$ cat src/rtl/usart_autobaud.sv
// Autobaud detector: times the falling-edge spacing of a 0x55 sync character and derives the
// USART clock_divider (cycles per bit). Define USART_AUTOBAUD_RETRY_EN to keep hunting after a failure.
module usart_autobaud #(
  parameter int unsigned DIVIDER_WIDTH   = 12,
  parameter int unsigned COUNT_WIDTH     = 16,
  parameter int unsigned DEFAULT_DIVIDER = 64,
  parameter int unsigned MIN_DIVIDER     = 4,
  parameter int unsigned TOL_SHIFT       = 2
) (
  input  logic                     clock,
  input  logic                     reset,
  input  logic                     rx_pin,
  input  logic                     start,
  output logic [DIVIDER_WIDTH-1:0] clock_divider,
  output logic                     busy,
  output logic                     locked,
  output logic                     done,
  output logic                     error
);

  localparam int unsigned TotalWidth = COUNT_WIDTH + 2;
  localparam int unsigned DivWidth   = TotalWidth - 3;

  typedef enum logic [2:0] {
    StIdle, StWaitHigh, StArmed, StMeasure, StStopWait, StEval, StFail
  } state_e;

  state_e                   state_q, state_d;
  logic                     sync1_q, sync2_q, prev_q;
  logic [COUNT_WIDTH-1:0]   cnt_q, cnt_d;
  logic [COUNT_WIDTH-1:0]   ref_q, ref_d;
  logic [TotalWidth-1:0]    total_q, total_d;
  logic [2:0]               edges_q, edges_d;
  logic [DIVIDER_WIDTH-1:0] div_q, div_d;
  logic                     busy_q, busy_d;
  logic                     locked_q, locked_d;
  logic                     done_q, done_d;
  logic                     error_q, error_d;

  logic                   fall, rise, cnt_sat, div_ok;
  logic [COUNT_WIDTH-1:0] interval, deviation, tol, stop_limit;
  logic [DivWidth-1:0]    div_calc;

  assign fall       = prev_q & ~sync2_q;
  assign rise       = ~prev_q & sync2_q;
  assign cnt_sat    = &cnt_q;
  assign interval   = cnt_q + COUNT_WIDTH'(1);
  assign deviation  = (interval >= ref_q) ? (interval - ref_q) : (ref_q - interval);
  assign tol        = ref_q >> TOL_SHIFT;
  // 1.5 bit times: ref spans two bits
  assign stop_limit = (ref_q >> 1) + (ref_q >> 2);
  assign div_calc   = DivWidth'((total_q + TotalWidth'(4)) >> 3);
  assign div_ok     = (32'(div_calc) >= MIN_DIVIDER) && (32'(div_calc) < (32'd1 << DIVIDER_WIDTH));

  always_comb begin
    state_d  = state_q;
    cnt_d    = cnt_q;
    ref_d    = ref_q;
    total_d  = total_q;
    edges_d  = edges_q;
    div_d    = div_q;
    busy_d   = busy_q;
    locked_d = locked_q;
    error_d  = error_q;
    done_d   = 1'b0;
`ifdef USART_AUTOBAUD_RETRY_EN
    error_d  = 1'b0;
`endif
    if (start) begin
      // Start overrides everything, including a result being latched this cycle
      state_d  = StWaitHigh;
      busy_d   = 1'b1;
      locked_d = 1'b0;
      error_d  = 1'b0;
    end else begin
      case (state_q)
        StIdle:     state_d = StIdle;
        StWaitHigh: if (sync2_q) state_d = StArmed;
        StArmed: begin
          if (fall) begin
            state_d = StMeasure;
            cnt_d   = '0;
            edges_d = '0;
            total_d = '0;
          end
        end
        StMeasure: begin
          if (cnt_sat) begin
            state_d = StFail;
          end else if (fall) begin
            cnt_d   = '0;
            total_d = total_q + TotalWidth'(interval);
            edges_d = edges_q + 3'd1;
            if (edges_q == 3'd0) ref_d = interval;
            if (edges_q != 3'd0 && deviation > tol) begin
              state_d = StFail;
            end else if (edges_q == 3'd3) begin
              state_d = StStopWait;
            end
          end else begin
            cnt_d = cnt_q + COUNT_WIDTH'(1);
          end
        end
        StStopWait: begin
          if (cnt_sat || cnt_q >= stop_limit) begin
            state_d = StFail;
          end else if (rise) begin
            state_d = StEval;
          end else begin
            cnt_d = cnt_q + COUNT_WIDTH'(1);
          end
        end
        StEval: begin
          if (div_ok) begin
            div_d    = DIVIDER_WIDTH'(div_calc);
            locked_d = 1'b1;
            busy_d   = 1'b0;
            done_d   = 1'b1;
            state_d  = StIdle;
          end else begin
            state_d = StFail;
          end
        end
        StFail: begin
          error_d = 1'b1;
`ifdef USART_AUTOBAUD_RETRY_EN
          state_d = StWaitHigh;
`else
          busy_d  = 1'b0;
          done_d  = 1'b1;
          state_d = StIdle;
`endif
        end
        default: state_d = StIdle;
      endcase
    end
  end

  always_ff @(posedge clock or posedge reset) begin
    if (reset) begin
      state_q  <= StIdle;
      sync1_q  <= 1'b1;
      sync2_q  <= 1'b1;
      prev_q   <= 1'b1;
      cnt_q    <= '0;
      ref_q    <= '0;
      total_q  <= '0;
      edges_q  <= '0;
      div_q    <= DIVIDER_WIDTH'(DEFAULT_DIVIDER);
      busy_q   <= 1'b0;
      locked_q <= 1'b0;
      done_q   <= 1'b0;
      error_q  <= 1'b0;
    end else begin
      state_q  <= state_d;
      sync1_q  <= rx_pin;
      sync2_q  <= sync1_q;
      prev_q   <= sync2_q;
      cnt_q    <= cnt_d;
      ref_q    <= ref_d;
      total_q  <= total_d;
      edges_q  <= edges_d;
      div_q    <= div_d;
      busy_q   <= busy_d;
      locked_q <= locked_d;
      done_q   <= done_d;
      error_q  <= error_d;
    end
  end

  assign clock_divider = div_q;
  assign busy          = busy_q;
  assign locked        = locked_q;
  assign done          = done_q;
  assign error         = error_q;

endmodule

$ cat config.mk
export PLATFORM = sky130hd
export DESIGN_NAME = usart_autobaud
export DESIGN_NICKNAME = d
export VERILOG_FILES = /design/src/rtl/usart_autobaud.sv
export SDC_FILE = /design/constraint.sdc
export NUM_CORES = 1
export LEC_CHECK = 0
export ABC_AREA = 0
export BUFFER_PORTS_ARGS = -buffer_cell sky130_fd_sc_hd__buf_2
export CORE_UTILIZATION = 62
export CTS_CLUSTER_DIAMETER = 150
export DETAILED_ROUTE_END_ITERATION = 8
export PLACE_DENSITY_LB_ADDON = 0.12
export SYNTH_ARGS = -nofsm -noshare
export SYNTH_HDL_FRONTEND = slang
export SYNTH_SLANG_ARGS = --single-unit
$ cat constraint.sdc
create_clock -name clock -period 7.8 [get_ports clock]
set_clock_uncertainty 0.2 [all_clocks]
set_input_delay 2.34 -clock clock [delete_from_list [all_inputs] [get_ports clock]]
set_output_delay 2.34 -clock clock [all_outputs]
set_load 0.05 [all_outputs]
==> out/qor.txt, run 1 <==
Gr usage total - 33.3%
Most frequent cells in the layout - ha_1 (98), nand2_1 (78), dfrtp_1 (71)
Status - finished, final reports clean
Worst vdd ir - 298 uV
Critical path peak fanout - 11
DIE HEIGHT - 110 um
Setup violations, final - 0
Final-report max-slew violation count - 0
Post-synthesis cell area - 7220 um2
Die area - 12100 um2
Post-CTS Hold Buffers - 0
Clk root buf - clkbuf_16
Placed inst area - 7390 um2
Total power per unit cell area - 363 nW/um2
Starting DRT DRC Count - 389
Post-synthesis xor/xnor area fraction - 7.76%
WL final - 19000 um
Site row count - 39
Post-synthesis simple-gate area fraction - 16.9%
Mux share of post-synthesis cell area - 1.91%
CTS Buf Count - 9
Number of synthesized register bits - 75
Number of global-route vias before repair - 6049
P_leak - 3.71 nW
Grt ovf - 0
Hpwl dp - 14800 um
First-pass GRT wire length - 30600 um
Design Power - 2.80 mW
Die width - 110 um
Unique cell type count in the Yosys netlist - 72
Layout Nets - 966
Hold WC Path Type - flop to flop
Clk sinks - 75
Via count - 6452
Max-Cap Viols - 0
Core area - 11400 um2
Most common cell after layout, fill and taps aside - ha_1
Fin area - 7710 um2
Setup_tns - 0 ns
Dpl ws - 0.694 ns
Fmax - 137 MHz
Ys flop type - dfrtp_1
Fin crit share - 93.3%
Antenna-violating nets left - 0
RSZ-0062 raised after global routing - false
CTS tree - built
Antenna diodes - 0
Fillers - 943
Vias per cell - 6.40
Final Critical Period - 7.28 ns
R2R Setup Slk - 0.52 ns
Maximum buffer depth of the clock tree - 2
Crit Path Category - flop to flop
Compound-Gate Fraction of Synth Area - 23.8%
Wirelength per Cell - 18.9 um
Asr flop ratio synth - 100%
Post-Syn Nets - 964
Number of H-tree levels - 3
Post-synthesis sequential area ratio - 26.1%
WP data required - 7.80 ns
Synth warn - 0
Layout cells sized above 1 - 8.09%
Worst skew pair latency - 0.35 ns
PnR worst setup slack - 0.520 ns
Setup bufs post-CTS - 0
Crit. End Element - flop
Final Hold Viols - 0
Antenna violations before repair - 0
TritonRoute pass-1 iters - 5
Worst EP arrival - 7.28 ns
DRC - 0
Max-Slew Margin vs Limit - 20.6%
Post_cts resized - 0
Post-synthesis adder-cell area fraction - 18.1%
Port Buffer Count - 19
Placer Congestion - 0.876
Mapped Cells - 858
Clock transition at path regs - 0.06 ns
Worst-Margin Slew - 1.17 ns
Area delta synth->final - 6.78%
Sequential Area - 1880 um2
Multi-input combinational cell area - 4950 um2
Initial cell density of the core - 63.5%
Worst setup SP type - flop
Largest family of logic cells by synthesized area - compound AO/OA/AOI/OAI gates
Largest net degree at the start of global routing - 44
Number of synthesized flops with an enable pin - 0
Mean Syn Cell Area - 8.42 um2
Io pins - 20
-- cell usage after synthesis, types with 6 or more instances --
master / number / area share [%]
o21bai_1: 7 / 0.73
and3_1: 12 / 1.0
clkbuf_1: 22 / 1.1
xnor2_1: 39 / 4.7
ha_1: 98 / 17
mux2i_1: 9 / 1.2
a21o_1: 22 / 2.3
o31ai_1: 21 / 2.2
o21ai_1: 19 / 1.3
a21oi_1: 64 / 4.4
nor2_1: 57 / 3.0
nor3_1: 21 / 1.5
dfrtp_1: 71 / 25
nand4_1: 10 / 0.87
nor4_1: 8 / 0.69
or3_1: 7 / 0.61
buf_2: 9 / 0.62
o21a_1: 13 / 1.4
o21ai_0: 41 / 2.8
a22o_1: 8 / 0.97
a31oi_1: 6 / 0.52
inv_1: 59 / 3.1
nand3_1: 16 / 1.1
a211oi_1: 7 / 0.73
nor2b_1: 12 / 1.0
nand2_1: 78 / 4.1
xor2_1: 25 / 3.0
-- registers in the layout (all words and copies together) (netlist names) --
signal / count
ref_q: 16
prev_q: 1
state_q: 3
done: 1
busy: 1
sync2_q: 1
error: 1
sync1_q: 1
edges_q: 3
locked: 1
clock_divider: 12
total_q: 18
cnt_q: 16
-- worst max-delay path, cell delays in order, from the launching register on --
cell       delay [ns]
dfrtp_1          0.45
ha_1             0.27
and4_1           0.34
and3_1           0.28
and3_1           0.26
nand3_1          0.11
xor2_1           0.31
inv_1            0.13
ha_1             0.53
and4_1           0.28
o2111ai_1        0.21
a311oi_2         0.34
or2_1            0.20
mux2i_2          0.30
o221ai_2         0.17
a32oi_2          0.32
o21ai_1          0.13
xor2_1           0.16
ha_1             0.31
a21o_1           0.16
a21oi_1          0.13
nor2b_1          0.06
a2111oi_0        0.60
o211ai_1         0.20
nand2_1          0.19
o31ai_1          0.13
o21ai_0          0.21
o311ai_1         0.15
-- metal layers --
layer  wire, um  global-route usage [%]  part of all wire [%]  up-vias
met2       8630                    51.2                    45      212
met4        374                    10.2                   2.0        0
li1           -                       -                     -     3102
met1       8720                    48.2                    46     3111
met5          0                       0                     0        -
met3       1290                    4.74                   6.8       27
-- report_power, final --
group | total [mW] | leakage [nW] | switching [mW] | internal, mW
Sequential | 0.558 | 0.973 | 0.108 | 0.450
Clock | 0.461 | 0.162 | 0.178 | 0.283
Combinational | 1.78 | 2.57 | 1.06 | 0.715
-- through the flow --
stage	cells	util [%]	hold WS [ns]
floorplan	858	-	0.145
global placement	992	65.0	0.149
detailed placement	992	65.0	0.148
CTS	1008	67.8	0.160
global route	1008	67.8	0.161
finish	1008	67.8	0.158
-- cell families (layout without fill, tap and decap cells) --
group	after synthesis	in the layout
AOI/OAI and AO/OA	258	258
xor gates and xnor gates	64	64
adders and majority gates	102	102
buffers and inverters	95	102
DFF	75	75
muxes	13	13
and+or+nand+nor	251	251
-- final timing paths --
kind | startpoint | end | cells after the start
worst max-delay path | cnt_q[0]$_DFFE_PP0P_ | state_q[0]$_DFFE_PP0P_ | 27
worst min-delay path | sync1_q$_DFF_PP1_ | sync2_q$_DFF_PP1_ | 0
worst max register to register | cnt_q[0]$_DFFE_PP0P_ | state_q[0]$_DFFE_PP0P_ | 27
worst min register to register | sync1_q$_DFF_PP1_ | sync2_q$_DFF_PP1_ | 0
max in group asynchronous | reset | ref_q[2]$_DFFE_PP0P_ | 3
min in group asynchronous | reset | error$_DFFE_PP0P_ | 2
-- layout make-up --
type	instances	area share, %
Inverter	60	2.94
Timing Repair Buffer	26	1.91
Tap cell	143	2.32
Clock inverter	7	1.28
Sequential cell	75	24.4
Multi-Input combinational cell	688	64.2
Clock buffer	9	2.92
Power figures use the tool's default switching activity.
==> inputs of run 2 (changes only) <==
- BUFFER_PORTS_ARGS: -buffer_cell sky130_fd_sc_hd__buf_2 -> default
- CAP_MARGIN: default -> 20
- DONT_BUFFER_PORTS: default -> 1
==> run 2 against run 1 <==
Against the previous run:
- total power down 0.50%
- via count fell by 0.81%
- core utilization fell by 0.87 points
- sequential power grew 3%
- highest routed layer unchanged
==> out/qor.txt, run 2 (same netlist as run 1, synthesis figures left out) <==
Final Critical Period - 7.22 ns (was 7.28 ns)
Layout cells sized above 1 - 6.03% (was 8.09%)
Die width - 110 um (unchanged)
Worst vdd ir - 319 uV (was 298 uV)
RSZ-0062 raised after global routing - false (unchanged)
Crit Path Category - flop to flop (unchanged)
Worst skew pair latency - 0.35 ns (about the same)
Io pins - 20 (unchanged)
P_leak - 3.62 nW (was 3.71 nW)
Setup violations, final - 0 (unchanged)
Post_cts resized - 0 (unchanged)
Largest reg by FF count - total_q (unchanged)
Final-report max-slew violation count - 0 (unchanged)
R2R Setup Slk - 0.58 ns (was 0.52 ns)
Largest registers - total_q x18, cnt_q x16, ref_q x16 (unchanged)
Status - finished, final reports clean (unchanged)
Reg2Reg Depth - 27 (unchanged)
Hpwl dp - 14800 um (about the same)
Post-CTS Hold Buffers - 0 (unchanged)
Number of H-tree levels - 3 (unchanged)
CP max stage delay - 0.55 ns (was 0.60 ns)
Cell depth of the worst setup path - 27 (unchanged)
Grt ovf - 0 (unchanged)
Crit path from - cnt_q[0]$_DFFE_PP0P_ (unchanged)
Buf+Inv Stages, Crit Path - 1 (unchanged)
Gr usage total - 32.7% (was 33.3%)
Max-Slew Margin vs Limit - 37.9% (was 20.6%)
Clk root buf - clkbuf_16 (unchanged)
Die area - 12100 um2 (unchanged)
Hold WS - 0.159 ns (was 0.158 ns)
Starting DRT DRC Count - 468 (was 389)
WL final - 18900 um (was 19000 um)
Crit. End Element - flop (unchanged)
Worst-Margin Slew - 0.932 ns (was 1.17 ns)
Power Internal - 1.43 mW (was 1.45 mW)
Site row count - 39 (unchanged)
PnR worst setup slack - 0.580 ns (was 0.520 ns)
Fin crit share - 92.6% (was 93.3%)
Maximum buffer depth of the clock tree - 2 (unchanged)
First-pass GRT wire length - 30000 um (was 30600 um)
CTS tree - built (unchanged)
TritonRoute pass-1 iters - 5 (unchanged)
Multi-input combinational cell area - 4950 um2 (unchanged)
R2r startpoint - cnt_q[0]$_DFFE_PP0P_ (unchanged)
Crit path to - state_q[1]$_DFFE_PP0P_ (was state_q[0]$_DFFE_PP0P_)
Final Hold Viols - 0 (unchanged)
DIE HEIGHT - 110 um (unchanged)
Crit path max-delay family - compound AO/OA/AOI/OAI gates (unchanged)
Non-filler cells, final - 989 (was 1008)
Worst EP arrival - 7.29 ns (was 7.28 ns)
Sequential Area - 1880 um2 (unchanged)
Dpl cells - 973 (was 992)
Most common cell after layout, fill and taps aside - ha_1 (unchanged)
Setup_tns - 0 ns (unchanged)
Number of flip-flops in the largest register - 18 (unchanged)
Initial cell density of the core - 63.5% (unchanged)
Wirelength per Cell - 19.1 um (was 18.9 um)
Core Util, Final - 66.9% (was 67.8%)
Clock transition at path regs - 0.07 ns (was 0.06 ns)
Clk sinks - 75 (unchanged)
CP max stage cell - a2111oi_0 (unchanged)
CTS Buf Count - 9 (unchanged)
Fillers - 948 (was 943)
Via count - 6400 (was 6452)
WP data required - 7.87 ns (was 7.80 ns)
Vias per cell - 6.47 (was 6.40)
Total power per unit cell area - 366 nW/um2 (was 363 nW/um2)
Worst setup SP type - flop (unchanged)
P_sw - 1.35 mW (about the same)
DRC - 0 (unchanged)
Fmax - 139 MHz (was 137 MHz)
Setup bufs post-CTS - 0 (unchanged)
Logic pwr share - 63.0% (was 63.6%)
Most frequent cell on the critical path - ha_1 (unchanged)
Port Buffer Count - 0 (was 19)
Reg2reg end - state_q[1]$_DFFE_PP0P_ (was state_q[0]$_DFFE_PP0P_)
Antenna violations before repair - 0 (unchanged)
Area delta synth->final - 5.41% (was 6.78%)
Critical path peak fanout - 11 (unchanged)
Most frequent cells in the layout - ha_1 (98), nand2_1 (78), dfrtp_1 (71) (unchanged)
Placer Congestion - 0.930 (was 0.876)
Max-Cap Viols - 0 (unchanged)
Dpl ws - 0.794 ns (was 0.694 ns)
Hold WC Path Type - flop to flop (unchanged)
Antenna-violating nets left - 0 (unchanged)
Flop pwr share - 20.6% (was 20.0%)
Clock power share - 16.4% (was 16.5%)
Largest net degree at the start of global routing - 72 (was 44)
Antenna diodes - 0 (unchanged)
Number of global-route vias before repair - 5849 (was 6049)
Core area - 11400 um2 (unchanged)
Layout Nets - 947 (was 966)
Switching Fraction - 48.5% (was 48.2%)
==> run 2: metrics by stage <==
stage	total power [mW]	cell area, um2
after global routing	3.03	7610
after floorplan	1.86	7220
after global placement	2.24	7290
final	2.78	7610
after detailed placement	2.29	7290
after CTS	2.76	7610
==> run 2: layout make-up <==
type,count,area share [%]
repair buffers,7,0.690
clock buffers,11,3.32
inverters,60,2.98
flip-flops and latches,75,24.7
well taps,143,2.35
clock inverters,5,0.888
multi-input cells,688,65.1
==> run 2: worst reg2reg max path: cells and delay by family, from the launching register on <==
| kind | cells | cell delay (ns) |
|---|---|---|
| buffers and inverters | 1 | 0.14 |
| XOR/XNOR | 2 | 0.50 |
| adder cells (fa/ha/maj) | 3 | 1.11 |
| multiplexers | 2 | 0.51 |
| AND/OR/NAND/NOR | 9 | 1.84 |
| AO/OA/AOI/OAI | 10 | 2.36 |
| flip-flops | 1 | 0.48 |
==> run 2: worst min path at each step <==
| stage | depth (start not counted) | startpoint | slack [ns] | end |
|---|---|---|---|---|
| final | 0 | sync1_q$_DFF_PP1_ | 0.16 | sync2_q$_DFF_PP1_ |
| after global routing | 0 | sync1_q$_DFF_PP1_ | 0.17 | sync2_q$_DFF_PP1_ |
| after CTS | 0 | sync1_q$_DFF_PP1_ | 0.16 | sync2_q$_DFF_PP1_ |
| after detailed placement | 0 | sync1_q$_DFF_PP1_ | 0.15 | sync2_q$_DFF_PP1_ |
| after global placement | 0 | sync1_q$_DFF_PP1_ | 0.15 | sync2_q$_DFF_PP1_ |
| after floorplan | 0 | sync1_q$_DFF_PP1_ | 0.15 | sync2_q$_DFF_PP1_ |
==> run 2: layer usage <==
layer	routed length, um	part of all wire (%)	GRT usage [%]	up-vias
li1	-	-	-	3077
met1	8660	46	45.9	3079
met2	8580	46	50.5	216
met3	1260	6.7	6.11	28
met4	358	1.9	10.3	0
met5	0	0	0	-
==> run 2: power by group through the flow <==
stage	combinational, mW	sequential [mW]	clock [mW]
4_1_cts	1.73	0.570	0.458
3_5_place_dp	1.71	0.578	0
3_3_place_gp	1.67	0.571	0
5_1_grt	1.97	0.583	0.475
6_report	1.75	0.573	0.456
2_1_floorplan	1.33	0.526	0
==> inputs of run 3 (changes only) <==
==> constraint.sdc (replaced) <==
create_clock -name clock -period 7.8 [get_ports clock]
set_clock_uncertainty 0.2 [all_clocks]
set_input_delay 0.78 -clock clock [delete_from_list [all_inputs] [get_ports clock]]
set_output_delay 0.78 -clock clock [all_outputs]
set_load 0.05 [all_outputs]
==> run 3 against run 2 <==
Against the previous run:
- first-iteration DRC count up 0.21%
- flip-flop and latch count is the same
- worst setup slack gained 0.018 ns
- combinational power about the same
- sequential power about the same
- sequential share of layout area about the same
- core utilization up 0.088 points
- count of clock-buffer cells in the layout stayed put
- final cell count is 0.10% higher
- fmax increased by 0.26%
- critical path type unchanged
- largest cell class unchanged
==> out/qor.txt, run 3 (same netlist as run 1, synthesis figures left out) <==
Flop pwr share - 20.6% (about the same)
Fmax - 139 MHz (about the same)
P_leak - 3.63 nW (was 3.62 nW)
Hold WC Path Type - flop to flop (unchanged)
Dpl ws - 0.794 ns (unchanged)
Crit. End Element - flop (unchanged)
Worst hold path cell count - 0 (unchanged)
Total power per unit cell area - 365 nW/um2 (was 366 nW/um2)
Post_cts resized - 0 (unchanged)
Layout Nets - 948 (was 947)
Worst EP arrival - 7.27 ns (was 7.29 ns)
Hpwl dp - 14800 um (unchanged)
Starting DRT DRC Count - 469 (was 468)
Most frequent cells in the layout - ha_1 (98), nand2_1 (78), dfrtp_1 (71) (unchanged)
Initial cell density of the core - 63.5% (unchanged)
Worst setup SP type - flop (unchanged)
DIE HEIGHT - 110 um (unchanged)
Antenna-violating nets left - 0 (unchanged)
Grt ovf - 0 (unchanged)
Final Critical Period - 7.20 ns (was 7.22 ns)
TritonRoute pass-1 iters - 5 (unchanged)
Clk root buf - clkbuf_16 (unchanged)
Placer Congestion - 0.930 (unchanged)
Maximum buffer depth of the clock tree - 2 (unchanged)
Largest net degree at the start of global routing - 72 (unchanged)
Io pins - 20 (unchanged)
Clock transition at path regs - 0.07 ns (about the same)
Number of H-tree levels - 3 (unchanged)
WL final - 18900 um (about the same)
Switching Fraction - 48.5% (about the same)
Post-CTS Hold Buffers - 1 (was 0)
Gr usage total - 32.7% (about the same)
First-pass GRT wire length - 30000 um (about the same)
Via count - 6387 (was 6400)
Crit Path Category - flop to flop (unchanged)
Status - finished, final reports clean (unchanged)
Critical path peak fanout - 11 (unchanged)
Reg2Reg Depth - 27 (unchanged)
Site row count - 39 (unchanged)
Wirelength per Cell - 19.0 um (was 19.1 um)
Fin crit share - 92.3% (was 92.6%)
Antenna violations before repair - 0 (unchanged)
DRC - 0 (unchanged)
Design Power - 2.78 mW (about the same)
Clock power share - 16.4% (about the same)
CP max stage delay - 0.56 ns (was 0.55 ns)
Number of global-route vias before repair - 5859 (was 5849)
Port Buffer Count - 0 (unchanged)
Clk sinks - 75 (unchanged)
Die width - 110 um (unchanged)
Antenna diodes - 0 (unchanged)
Area delta synth->final - 5.54% (was 5.41%)
Largest reg by FF count - total_q (unchanged)
Worst skew pair latency - 0.35 ns (about the same)
Largest registers - total_q x18, cnt_q x16, ref_q x16 (unchanged)
Final Hold Viols - 0 (unchanged)
P_sw - 1.35 mW (about the same)
Max-Slew Margin vs Limit - 38.3% (was 37.9%)
CTS tree - built (unchanged)
WP data required - 7.87 ns (about the same)
Max-Cap Viols - 0 (unchanged)
Logic pwr share - 63.0% (about the same)
Setup_tns - 0 ns (unchanged)
Power Internal - 1.43 mW (about the same)
Setup violations, final - 0 (unchanged)
Most common cell after layout, fill and taps aside - ha_1 (unchanged)
Worst-Margin Slew - 0.926 ns (was 0.932 ns)
CP max stage cell - a2111oi_0 (unchanged)
RSZ-0062 raised after global routing - false (unchanged)
Final-report max-slew violation count - 0 (unchanged)
Number of flip-flops in the largest register - 18 (unchanged)
Core area - 11400 um2 (unchanged)
Die area - 12100 um2 (unchanged)
Worst vdd ir - 318 uV (was 319 uV)
Setup bufs post-CTS - 0 (unchanged)
Layout cells sized above 1 - 6.02% (was 6.03%)
PnR worst setup slack - 0.598 ns (was 0.580 ns)
Most frequent cell on the critical path - ha_1 (unchanged)
Vias per cell - 6.45 (was 6.47)
CTS Buf Count - 9 (unchanged)
run 3: cell types whose count changed in the layout (fill, tap and decap cells not counted), sizes merged:
cell	delta
dlygate4sd3	+1
run 3: cell type report:
| cell class | count | area [um2] |
|---|---|---|
| Fill cell | 947 | 3750 |
| Inverter | 60 | 226 |
| Clock inverter | 5 | 67.6 |
| Multi-Input combinational cell | 688 | 4950 |
| Tap cell | 143 | 179 |
| Sequential cell | 75 | 1880 |
| Clock buffer | 11 | 253 |
| Timing Repair Buffer | 8 | 62.6 |
run 3: critical path, delay by kind of cell, from the launching register on:
family                     cells  cell delay (ns)
and+or+nand+nor                9             1.81
AOI/OAI and AO/OA             10             2.38
buffers and inverters          1             0.14
muxes                          2             0.51
adders and majority gates      3             1.10
xor gates and xnor gates       2             0.50
DFF                            1             0.48
run 3: power by group through the flow:
stage               clock network [mW]  logic (mW)  registers (mW)
floorplan                            0        1.33           0.526
global placement                     0        1.67           0.571
detailed placement                   0        1.71           0.578
CTS                              0.458        1.73           0.570
global route                     0.475        1.97           0.583
finish                           0.455        1.76           0.574
run 3: metrics by stage:
stage               hold slack, ns  cells  util, %  area, um2
detailed placement           0.147    973     64.1       7290
global placement             0.149    973     64.1       7290
finish                       0.159    990     67.0       7620
CTS                          0.159    990     67.0       7620
floorplan                    0.145    858        -       7220
global route                 0.167    990     67.0       7620
run 3: routing by layer:
| metal | vias up | GRT usage, % | wire [um] |
|---|---|---|---|
| met5 | - | 0 | 0 |
| met4 | 0 | 10.3 | 384 |
| met3 | 31 | 6.11 | 1260 |
| met2 | 234 | 50.6 | 8600 |
| met1 | 3042 | 45.9 | 8610 |
| li1 | 3080 | - | - |
run 3: path summary, 6_finish.rpt:
kind | to | start | slack, ns
max | state_q[1]$_DFFE_PP0P_ | cnt_q[0]$_DFFE_PP0P_ | 0.60
min | sync2_q$_DFF_PP1_ | sync1_q$_DFF_PP1_ | 0.16
max reg2reg | state_q[1]$_DFFE_PP0P_ | cnt_q[0]$_DFFE_PP0P_ | 0.60
min reg2reg | sync2_q$_DFF_PP1_ | sync1_q$_DFF_PP1_ | 0.16
max in group asynchronous | cnt_q[0]$_DFFE_PP0P_ | reset | 5.76
min in group asynchronous | error$_DFFE_PP0P_ | reset | 0.55
